**src/rtl/stepper_pkg.sv**
```systemverilog
// Shared types and helpers for the multi-axis step/direction generator.
package stepper_pkg;

    typedef enum logic [1:0] {
        ST_IDLE,
        ST_SETUP,
        ST_HIGH,
        ST_LOW
    } axis_state_e;

    // The period never drops below twice the pulse width, so LOW is at least as long as HIGH.
    function automatic logic [31:0] clamp_period(input logic [31:0] period,
                                                 input logic [31:0] pulse_cycles);
        logic [31:0] min_p;
        min_p = pulse_cycles << 1;
        return (period < min_p) ? min_p : period;
    endfunction

endpackage

```
**src/rtl/stepper_axes_if.sv**
```systemverilog
// Relative-move command channel: one command per cycle, valid/ready transfer.
interface stepper_axes_if #(
    parameter int CHANNELS     = 4,
    parameter int POS_WIDTH    = 32,
    parameter int PERIOD_WIDTH = 25
);
    localparam int CH_W = (CHANNELS > 1) ? $clog2(CHANNELS) : 1;

    logic                    cmd_valid_in;
    logic                    cmd_ready_out;
    logic [CH_W-1:0]         cmd_channel_in;
    logic [POS_WIDTH-1:0]    cmd_steps_in;
    logic [PERIOD_WIDTH-1:0] cmd_period_in;

    modport master (
        output cmd_valid_in, cmd_channel_in, cmd_steps_in, cmd_period_in,
        input  cmd_ready_out
    );

    modport slave (
        input  cmd_valid_in, cmd_channel_in, cmd_steps_in, cmd_period_in,
        output cmd_ready_out
    );
endinterface

```
**src/rtl/stepper_axes_step_channel.sv**
```systemverilog
// One axis: direction setup, timed STEP pulses, remaining-step count and absolute position.
module step_channel
    import stepper_pkg::*;
#(
    parameter int POS_WIDTH    = 32,
    parameter int PULSE_CYCLES = 50,
    parameter int DIR_SETUP    = 25
) (
    input  logic                 clk,
    input  logic                 rst_n,
    input  logic                 accept,
    input  logic [POS_WIDTH-1:0] steps,
    input  logic [31:0]          period,
    input  logic                 abort,
    output logic                 step,
    output logic                 dir,
    output logic                 busy,
    output logic                 done,
    output logic [POS_WIDTH-1:0] position
);
    localparam logic [31:0] SETUP_LOAD = 32'(DIR_SETUP - 1);
    localparam logic [31:0] HIGH_LOAD  = 32'(PULSE_CYCLES - 1);
    localparam logic [31:0] PULSE_LEN  = 32'(PULSE_CYCLES);

    axis_state_e          state_q, state_d;
    logic [31:0]          cnt_q, cnt_d;
    logic [31:0]          per_q, per_d;
    logic [POS_WIDTH-1:0] rem_q, rem_d;
    logic [POS_WIDTH-1:0] pos_q, pos_d;
    logic                 dir_q, dir_d;
    logic                 done_q, done_d;
    logic                 abort_pend_q, abort_pend_d;
    logic                 do_rise, go_idle;

    always_comb begin
        state_d      = state_q;
        cnt_d        = cnt_q;
        per_d        = per_q;
        rem_d        = rem_q;
        pos_d        = pos_q;
        dir_d        = dir_q;
        done_d       = 1'b0;
        abort_pend_d = abort_pend_q;
        do_rise      = 1'b0;
        go_idle      = 1'b0;
        case (state_q)
            ST_IDLE: begin
                abort_pend_d = 1'b0;
                if (accept) begin
                    dir_d = !steps[POS_WIDTH-1];
                    if (steps == '0) begin
                        done_d = 1'b1;
                    end else begin
                        state_d = ST_SETUP;
                        cnt_d   = SETUP_LOAD;
                        per_d   = period;
                        // Magnitude as unsigned, so the most negative count is still a legal move.
                        rem_d   = steps[POS_WIDTH-1] ? (POS_WIDTH'(0) - steps) : steps;
                    end
                end
            end
            ST_SETUP: begin
                if (abort)              go_idle = 1'b1;
                else if (cnt_q == '0)   do_rise = 1'b1;
                else                    cnt_d   = cnt_q - 32'd1;
            end
            ST_HIGH: begin
                // An abort here is remembered so the pulse still gets its full high time.
                if (abort) abort_pend_d = 1'b1;
                if (cnt_q == '0) begin
                    if (abort_pend_q || abort) begin
                        go_idle = 1'b1;
                    end else begin
                        state_d = ST_LOW;
                        cnt_d   = per_q - PULSE_LEN - 32'd1;
                    end
                end else begin
                    cnt_d = cnt_q - 32'd1;
                end
            end
            ST_LOW: begin
                if (abort)                go_idle = 1'b1;
                else if (cnt_q != '0)     cnt_d   = cnt_q - 32'd1;
                else if (rem_q == '0)     go_idle = 1'b1;
                else                      do_rise = 1'b1;
            end
            default: state_d = ST_IDLE;
        endcase
        if (do_rise) begin
            state_d = ST_HIGH;
            cnt_d   = HIGH_LOAD;
            rem_d   = rem_q - POS_WIDTH'(1);
            pos_d   = dir_q ? (pos_q + POS_WIDTH'(1)) : (pos_q - POS_WIDTH'(1));
        end
        if (go_idle) begin
            state_d = ST_IDLE;
            done_d  = 1'b1;
        end
    end

    always_ff @(posedge clk) begin
        if (!rst_n) begin
            state_q      <= ST_IDLE;
            cnt_q        <= '0;
            per_q        <= '0;
            rem_q        <= '0;
            pos_q        <= '0;
            dir_q        <= 1'b0;
            done_q       <= 1'b0;
            abort_pend_q <= 1'b0;
        end else begin
            state_q      <= state_d;
            cnt_q        <= cnt_d;
            per_q        <= per_d;
            rem_q        <= rem_d;
            pos_q        <= pos_d;
            dir_q        <= dir_d;
            done_q       <= done_d;
            abort_pend_q <= abort_pend_d;
        end
    end

    assign step     = (state_q == ST_HIGH);
    assign busy     = (state_q != ST_IDLE);
    assign dir      = dir_q;
    assign done     = done_q;
    assign position = pos_q;

endmodule

```
**src/rtl/stepper_axes.sv**
```systemverilog
// Multi-axis step/direction pulse generator: command decode and per-axis channel array.
module stepper_axes
    import stepper_pkg::*;
#(
    parameter int CHANNELS     = 4,
    parameter int POS_WIDTH    = 32,
    parameter int PERIOD_WIDTH = 25,
    parameter int PULSE_CYCLES = 50,
    parameter int DIR_SETUP    = 25
) (
    input  logic                          clk_in,
    input  logic                          reset_n_in,
    stepper_axes_if.slave                 cmd,
    input  logic [CHANNELS-1:0]           abort_in,
    output logic [CHANNELS-1:0]           step_out,
    output logic [CHANNELS-1:0]           dir_out,
    output logic [CHANNELS-1:0]           busy_out,
    output logic [CHANNELS-1:0]           done_out,
    output logic [CHANNELS*POS_WIDTH-1:0] position_out
);
    localparam int CH_W = (CHANNELS > 1) ? $clog2(CHANNELS) : 1;

    logic                ready;
    logic [CHANNELS-1:0] accept;
    logic [31:0]         eff_period;

    // Channel indices beyond CHANNELS never match, which keeps ready low for them.
    always_comb begin
        ready = 1'b0;
        for (int i = 0; i < CHANNELS; i++) begin
            if (cmd.cmd_channel_in == CH_W'(i)) ready = !busy_out[i] && !abort_in[i];
        end
        ready = ready && reset_n_in;
    end

    always_comb begin
        accept = '0;
        for (int i = 0; i < CHANNELS; i++) begin
            accept[i] = cmd.cmd_valid_in && ready && (cmd.cmd_channel_in == CH_W'(i));
        end
    end

    assign cmd.cmd_ready_out = ready;
    assign eff_period = clamp_period(32'(cmd.cmd_period_in), 32'(PULSE_CYCLES));

    for (genvar g = 0; g < CHANNELS; g++) begin : g_ch
        step_channel #(
            .POS_WIDTH   (POS_WIDTH),
            .PULSE_CYCLES(PULSE_CYCLES),
            .DIR_SETUP   (DIR_SETUP)
        ) u_ch (
            .clk     (clk_in),
            .rst_n   (reset_n_in),
            .accept  (accept[g]),
            .steps   (cmd.cmd_steps_in),
            .period  (eff_period),
            .abort   (abort_in[g]),
            .step    (step_out[g]),
            .dir     (dir_out[g]),
            .busy    (busy_out[g]),
            .done    (done_out[g]),
            .position(position_out[g*POS_WIDTH +: POS_WIDTH])
        );
    end

endmodule
```
**src/flat_wrapper.sv**
```systemverilog
// flat-port wrapper written by rule: the top's interface ports become plain ports
module stepper_axes_flat import stepper_pkg::*;
#(
    parameter int CHANNELS     = 4,
    parameter int POS_WIDTH    = 32,
    parameter int PERIOD_WIDTH = 25,
    parameter int PULSE_CYCLES = 50,
    parameter int DIR_SETUP    = 25
)
  (clk_in, reset_n_in, abort_in, step_out, dir_out, busy_out, done_out, position_out, cmd_cmd_valid_in, cmd_cmd_channel_in, cmd_cmd_steps_in, cmd_cmd_period_in, cmd_cmd_ready_out);
  stepper_axes_if #(.CHANNELS(CHANNELS), .POS_WIDTH(POS_WIDTH), .PERIOD_WIDTH(PERIOD_WIDTH)) cmd_i ();
  input  logic clk_in;
  input  logic reset_n_in;
  input  logic [CHANNELS-1:0] abort_in;
  output logic [CHANNELS-1:0] step_out;
  output logic [CHANNELS-1:0] dir_out;
  output logic [CHANNELS-1:0] busy_out;
  output logic [CHANNELS-1:0] done_out;
  output logic [CHANNELS*POS_WIDTH-1:0] position_out;
  input wire logic [$bits(cmd_i.cmd_valid_in)-1:0] cmd_cmd_valid_in;
  input wire logic [$bits(cmd_i.cmd_channel_in)-1:0] cmd_cmd_channel_in;
  input wire logic [$bits(cmd_i.cmd_steps_in)-1:0] cmd_cmd_steps_in;
  input wire logic [$bits(cmd_i.cmd_period_in)-1:0] cmd_cmd_period_in;
  output wire logic [$bits(cmd_i.cmd_ready_out)-1:0] cmd_cmd_ready_out;
  assign cmd_i.cmd_valid_in = cmd_cmd_valid_in;
  assign cmd_i.cmd_channel_in = cmd_cmd_channel_in;
  assign cmd_i.cmd_steps_in = cmd_cmd_steps_in;
  assign cmd_i.cmd_period_in = cmd_cmd_period_in;
  assign cmd_cmd_ready_out = cmd_i.cmd_ready_out;
  stepper_axes #(.CHANNELS(CHANNELS), .POS_WIDTH(POS_WIDTH), .PERIOD_WIDTH(PERIOD_WIDTH), .PULSE_CYCLES(PULSE_CYCLES), .DIR_SETUP(DIR_SETUP)) u_core (.clk_in(clk_in), .reset_n_in(reset_n_in), .cmd(cmd_i), .abort_in(abort_in), .step_out(step_out), .dir_out(dir_out), .busy_out(busy_out), .done_out(done_out), .position_out(position_out));
endmodule
```
**config.mk**
```make
export PLATFORM = sky130hd
export DESIGN_NAME = stepper_axes_flat
export DESIGN_NICKNAME = d
export VERILOG_FILES = /design/src/rtl/stepper_pkg.sv /design/src/rtl/stepper_axes_if.sv /design/src/rtl/stepper_axes_step_channel.sv /design/src/rtl/stepper_axes.sv /design/src/flat_wrapper.sv
export SDC_FILE = /design/constraint.sdc
export NUM_CORES = 2
export LEC_CHECK = 0
export BUFFER_PORTS_ARGS = -buffer_cell sky130_fd_sc_hd__buf_4
export CAP_MARGIN = 20
export CELL_PAD_IN_SITES_DETAIL_PLACEMENT = 2
export CELL_PAD_IN_SITES_GLOBAL_PLACEMENT = 2
export CORE_ASPECT_RATIO = 1.5
export CORE_MARGIN = 5
export CORE_UTILIZATION = 36
export DETAILED_ROUTE_END_ITERATION = 7
export GPL_TIMING_DRIVEN = 0
export HOLD_SLACK_MARGIN = 0.15
export PLACE_DENSITY_LB_ADDON = 0.05
export SYNTH_ARGS = -nofsm -noshare
export SYNTH_HDL_FRONTEND = slang
export SYNTH_SLANG_ARGS = --single-unit
```
**constraint.sdc**
```tcl
create_clock -name clk_in -period 4.3 [get_ports clk_in]
set_clock_uncertainty 0.05 [all_clocks]
set_input_delay 0.86 -clock clk_in [delete_from_list [all_inputs] [get_ports clk_in]]
set_output_delay 0.86 -clock clk_in [all_outputs]
set_load 0.05 [all_outputs]
```
### Word-level counts from Yosys, hierarchy flattened

Cells that the tools add are included.

| word-level totals | value |
|---|---|
| memories kept | 0 |
| bits in latches | 0 |
| output and inout bits | 145 |
| logic and storage cells | 422 |
| bits in registers | 532 |
| input port bits | 66 |
| memory bits (writable) | 0 |
| ROM bits | 0 |

| cells by class | value |
|---|---|
| order comparisons | 1 |
| add/subtract/negate cells | 25 |
| bitwise operators | 2 |
| shifts and indexed selects | 0 |
| equal/unequal tests | 95 |
| multiply operators | 0 |
| div/mod/pow operators | 0 |
| reductions and logical operators | 105 |
| mux-type cells | 154 |

Operators by type and width:

| kind | count |
|---|---|
| $mux 32 | 47 |
| $pmux 32 s4 | 4 |
| $sub 32x1->32 const B | 16 |
| $logic_not 32->1 | 9 |
| $add 32x1->32 const B | 4 |
| $reduce_bool 32->1 | 4 |
| $sub 32x6->32 const B | 4 |
| $ne 3x3->1 const B | 32 |
| $ne 2x2->1 const B | 36 |
| $mux 1 | 65 |
| $reduce_and 7->1 | 8 |
| $reduce_and 5->1 | 8 |
| $mux 2 | 17 |
| $reduce_bool 2->1 | 16 |
| $sub 1x32->32 const A | 1 |
| $lt 25x7->1 const B | 1 |
| $mux 25 | 1 |
| $mux 6 | 4 |
| $reduce_and 3->1 | 8 |
| $eq 2x2->1 const B | 10 |
| $ne 4x4->1 const B | 4 |
| $pmux 1 s2 | 8 |
| $pmux 2 s2 | 4 |
| $reduce_and 2->1 | 8 |
| 12 further kinds | 63 |

### Logic depth before layout (Yosys ltp)

| depth | value |
|---|---|
| word-level depth | 13 |
| depth in mapped cells | 14 |
| depth with buffers taken out | 12 |

### Hierarchy

A second synthesis with hierarchy kept.

| second synthesis, totals | value |
|---|---|
| cell total of the unflattened synthesis | 4936 |
| area, all modules | 36218.5 sq um |

By module, submodules not included:

| module | area an instance (sq um) | cells each | instances |
|---|---|---|---|
| step_channel (u_core.g_ch[0].u_ch ...) | 9018.6 | 1224 | 2 |
| step_channel (u_core.g_ch[2].u_ch) | 9073.7 | 1240 | 1 |
| step_channel (u_core.g_ch[3].u_ch) | 8824.7 | 1199 | 1 |
| stepper_axes | 282.8 | 49 | 1 |

### Worst setup path before layout

No wires, ideal clock.

| path | value |
|---|---|
| kind | input to register |
| from | input cmd_cmd_channel_in[0] |
| to | register u_core.g_ch[3].u_ch.cnt_q[19] |
| arrival | 3936 ps |
| setup slack | 186 ps |
| stages | 12 |
| buffers on the path | 2 |
| library setup time | 128 ps |
| cells stage by stage | clkbuf_1 > nor4_1 > a211oi_1 > nor3_1 > nand4_1 > nand2b_1 > a21oi_1 > a21o_1 > clkbuf_1 > o21ai_0 > a22oi_1 > nor2_1 |

| on the way | value |
|---|---|
| longest elaborated chain between the ends | 10 |
| elaborated cells between the ends (all ways) | 13 |
| those cells by class | eq/ne: 4; mux: 4; reduce/logical: 5 |

Ends and longest elaborated chain:

| element | line | RTL |
|---|---|---|
| from (decl) | flat_wrapper.sv:21 | `input wire logic [$bits(cmd_i.cmd_channel_in)-1:0] cmd_cmd_channel_in;` |
| $logic_not 2->1 | stepper_axes.sv:31 | `if (cmd.cmd_channel_in == CH_W'(i)) ready = !busy_out[i] && !abort_in[i];` |
| $mux 1 (3 in series) | stepper_axes.sv:31 |  |
| $mux 1 * | stepper_axes.sv:31 |  |
| $logic_and 1x1->1 * | stepper_axes.sv:33 | `ready = ready && reset_n_in;` |
| named net cmd_cmd_ready_out | flat_wrapper.sv:24 | `output wire logic [$bits(cmd_i.cmd_ready_out)-1:0] cmd_cmd_ready_out;` |
| $logic_and 1x1->1 * (2 in series) | stepper_axes.sv:39 | `accept[i] = cmd.cmd_valid_in && ready && (cmd.cmd_channel_in == CH_W'(i));` |
| $ne 2x2->1 (no source line) * | -- |  |
| $reduce_and 7->1 (no source line) * | -- |  |
| to (signal assigned) | stepper_axes_step_channel.sv:113 | `cnt_q <= cnt_d;` |
| to (decl) | stepper_axes_step_channel.sv:26 | `logic [31:0] cnt_q, cnt_d;` |

Mark *: on every way through the listed nets, which the timed path passes. The rest lies on a longest branch.
A chain may end at the register's enable or synchronous reset.

### Final worst setup path

| path | value |
|---|---|
| from | register u_core.g_ch[1].u_ch.state_q[0] |
| to | register u_core.g_ch[3].u_ch.rem_q[19] |

| on the way | value |
|---|---|
| longest elaborated chain between the ends | 11 |

Ends and longest elaborated chain:

| element | line | RTL |
|---|---|---|
| from (decl) | stepper_axes_step_channel.sv:25 | `axis_state_e state_q, state_d;` |
| from (signal assigned) | stepper_axes_step_channel.sv:112 | `state_q <= state_d;` |
| $reduce_bool 2->1 | stepper_axes_step_channel.sv:124 | `assign busy = (state_q != ST_IDLE);` |
| $logic_not 1->1 | stepper_axes.sv:31 |  |
| $logic_and 1x1->1 | stepper_axes.sv:31 |  |
| $mux 1 (3 in series) | stepper_axes.sv:31 |  |
| $logic_and 1x1->1 | stepper_axes.sv:33 |  |
| $logic_and 1x1->1 (2 in series) | stepper_axes.sv:39 |  |
| $reduce_bool 2->1 (no source line) | -- |  |
| $reduce_and 3->1 (no source line) | -- |  |
| to (signal assigned) | stepper_axes_step_channel.sv:115 | `rem_q <= rem_d;` |
| to (decl) | stepper_axes_step_channel.sv:28 | `logic [POS_WIDTH-1:0] rem_q, rem_d;` |

No other way between the ends.

==> metrics.md <==
| Metric | Value |
|---|---|
| Die Wd | 253 µm |
| GRT Util Overall | 30.8% |
| DR iter-0 viols | approximately 1600 |
| Layout cells sized above 1 | 10.2% |
| CP max stage delay | 720 ps |
| Ys async rst share | 0% |
| Global-route wire length before repair | 229000 µm |
| Pwr Total | 14.5 mW |
| Seq/Total Area, Yosys | 31.7% |
| Synth area leader | dfxtp_1 |
| Status | finished clean |
| Leak pwr | 14.9 nW |
| Initial antenna violation count | 7 |
| Post-Syn Area | 31800 µm² |
| Post-route clock period utilization | 98.8% |
| Yosys warns | 0 |
| TritonRoute pass-1 iters | 5 |
| # placed instances | between 5000 and 6000 |
| Overflow after GRT | 0 |
| Reg2reg start | u_core.g_ch[1].u_ch.state_q[0] |
| Root buffer cell | clkbuf_16 |
| Routed len/inst | 26.5 µm |
| Top cell type's share of synthesized area | 31.7% |
| Pwr/cell area | roughly 390 nW/µm² |
| Max-slew violations | 0 |
| Minimum clock period | 4250 ps |
| WP buf/inv | 3 |
| Layout Cells excl Fill | 5775 |
| Hold WC Path Type | reg2reg |
| Worst slew pin tran | 1210 ps |
| Delay-heaviest family, CP | simple AND/OR/NAND/NOR gates |
| Max Cap Viol | 0 |
| CTS tree | done |
| Final setup viols | 0 |
| Core ar. | between 80000 and 90000 µm² |
| Largest net degree at the start of global routing | 24 |
| Syn_nets | about 4500 |
| Top cell by count, worst path | clkbuf_1 |
| Port buffer count | 207 |
| Worst vdd ir | roughly 0.31 mV |
| H-tree depth | 2 |
| Flops & latches, synth | 504 |
| Top post-synthesis cells by count | nand2_1, dfxtp_1, nor2_1 |
| Clock latency on the worst-skew pair | 660 ps |
| Reg2reg end | u_core.g_ch[3].u_ch.rem_q[19] |
| Syn-to-layout area delta | 17.5% |
| Clk buf depth | 3 |
| Hold Fails Final Rpt | 0 |
| Routed Antenna Nets | 0 |
| Die Y | 374 µm |
| Hold wc startpoint | u_core.g_ch[0].u_ch.per_q[14] |
| Worst path cell trace | clkbuf_1, nor3_1, a211oi_1, nor3_2, nand4_1, nor2_1, clkbuf_1, clkbuf_1, nor2_1, a211oi_1 |
| Worst Setup End Kind | flip-flop |
| Vias per cell | 6.10 |
| Starting Density | 36.2% |
| Routability-driven placement congestion ratio | between 0.9 and 1 |
| Worst setup SP type | flip-flop |
| Clk slew on worst S/H paths | 70 ps |
| CP max stage cell | clkbuf_1 |
| Post-CTS Hold Buffers | 0 |
| Final WL | around 150000 µm |
| DRC viols | 0 |
| Reg2Reg Depth | 10 |
| Largest cells by area after synthesis | dfxtp_1, a21oi_1, nand2_1 |
| CP Max Fanout | 10 |
| Final nets | 4783 |
| Most common flop cell mapped by yosys | dfxtp_1 |
| Critical Path RT | 4820 ps |
| Cells after Synth | 4289 |
| Fmax | 235 MHz |
| Routed vias | ~35000 |
| Slew HR | 19.6% |
| Syn Area/Cell | 7.41 µm² |
| Top-count cell post-synth | nand2_1 |
| Die footprint | 94500 µm² |
| Row cnt | 133 |
| CTS buffer count | 59 |
| Reg2Reg Setup Slack | just under 50 ps |
| IO Pins | 211 |
| Number of enable flip-flop cells after synthesis | 0 |
| Setup TNS | 0 ps |
| Clk sinks | roughly 500 |
| Kind of critical path | reg2reg |
| DP HPWL | 115000 µm |
| Cells on Worst Hold Path | 2 |
| WP data arrival | 4770 ps |
| Unique masters post-synth | 87 |
| Vias in the first global route | 38100 |
| Hold Path Sink | u_core.g_ch[0].u_ch.per_q[14] |
## layout make-up
class | count | area [µm²]
antenna | 3 | 7.51
buffer | 237 | 1020
clock inverter | 35 | 495
timing repair buffer | 227 | 1780
fill | 10400 | 50300
multi-input combinational | 3457 | 20500
inverter | 90 | 353
tap | 1147 | 1440
clock buffer | 75 | 1680
sequential | 504 | 10100
## layout by cell type (no fill, tap or decap), types with 16 or more instances in the layout
cell,Yosys,final
clkbuf_2,0,23
nor4_1,82,78
nand4_1,30,30
o211ai_1,21,21
buf_2,13,17
o31ai_1,23,21
o21bai_1,17,17
nand3_1,92,91
nor3b_1,19,18
xor2_1,101,101
nand2b_1,37,37
nor2_1,496,495
o32ai_1,21,21
o22ai_1,46,46
and2_1,17,17
a221oi_1,22,22
buf_1,21,17
clkbuf_1,186,167
a31oi_1,33,33
a22oi_1,46,46
clkbuf_16,0,61
o21ai_0,274,273
buf_4,18,234
nor3_1,148,147
or3_1,60,59
a21o_1,78,78
dfxtp_1,504,504
or2_2,23,23
a21oi_1,493,491
inv_1,90,86
and3_1,45,45
a211oi_1,84,84
ha_1,137,137
clkinv_2,0,16
xnor2_1,136,136
or4_1,50,50
nand2_1,578,578
## sequential cells by signal (all words and copies together) (netlist names)
register and flops:
u_core.g_ch.u_ch.position 128, u_core.g_ch.u_ch.abort_pend_q 4, u_core.g_ch.u_ch.per_q 100, u_core.g_ch.u_ch.state_q 8, u_core.g_ch.u_ch.done 4, u_core.g_ch.u_ch.cnt_q 128, u_core.g_ch.u_ch.rem_q 128, u_core.g_ch.u_ch.dir 4
## cells by family (layout without fill, tap and decap cells)
logic type      after synthesis  in the layout  share of synthesized area, %
simple gates               1743           1743                          25.8
compound gates             1323           1323                          25.8
flops                       504            504                          31.7
buf+inv                     328            664                          4.14
xor+xnor                    237            237                          6.53
fa+ha+maj                   141            141                          5.64
mux                          13             13                         0.421
other cells                   0              3                             0
## how the worst max path moves through the flow
| stage | endpoint | startpoint | depth (start not counted) |
|---|---|---|---|
| final | u_core.g_ch[3].u_ch.rem_q[19] | u_core.g_ch[1].u_ch.state_q[0] | 10 |
| after global routing | u_core.g_ch[1].u_ch.position[20] | u_core.g_ch[1].u_ch.rem_q[12] | 10 |
| after CTS | u_core.g_ch[2].u_ch.position[13] | u_core.g_ch[2].u_ch.rem_q[0] | 13 |
| after detailed placement | u_core.g_ch[3].u_ch.cnt_q[19] | cmd_cmd_channel_in[0] | 12 |
| after global placement | u_core.g_ch[0].u_ch.rem_q[13] | cmd_cmd_channel_in[0] | 10 |
| after floorplan | u_core.g_ch[3].u_ch.cnt_q[19] | cmd_cmd_channel_in[0] | 12 |
## power by group
group / switching [mW] / total (mW) / internal [mW]
Sequential: 0.160 / 4.96 / 4.80
Combinational: 2.47 / 3.72 / 1.25
Clock: 2.35 / 5.82 / 3.47
## metal layers
metal	track usage [%]	vias up	share of wire, %
li1	-	16100	-
met1	33.2	17900	38
met2	57.2	826	51
met3	5.31	370	4.6
met4	15.3	6	6.1
met5	0	-	0.026
## worst register-to-register path, stage by stage, from the launching register on
cell      delay [ps]
dfxtp_1          300
clkbuf_1         200
nor3_1           590
a211oi_1         220
nor3_2           460
nand4_1          360
nor2_1           360
clkbuf_1         510
clkbuf_1         720
nor2_1           130
a211oi_1         260
## metrics by stage
| step | worst slack, ps | util, % | hold slack (ps) | instance area (µm²) |
|---|---|---|---|---|
| 2_1_floorplan | 186 | - | 375 | 31800 |
| 3_3_place_gp | -1630 | 39.7 | 395 | 34800 |
| 3_5_place_dp | -1330 | 39.8 | 407 | 34900 |
| 4_1_cts | 31.3 | 42.5 | 414 | 37200 |
| 5_1_grt | -7.63 | 42.6 | 422 | 37400 |
| 6_report | 49.6 | 42.6 | 422 | 37400 |
## repair_timing
action	in CTS	in global routing
pin swaps	0	0
gates resized for setup	26	41
endpoints found under the setup margin	266	130
buffers inserted	5	2
No activity file was read; power rests on OpenSTA's default activity.
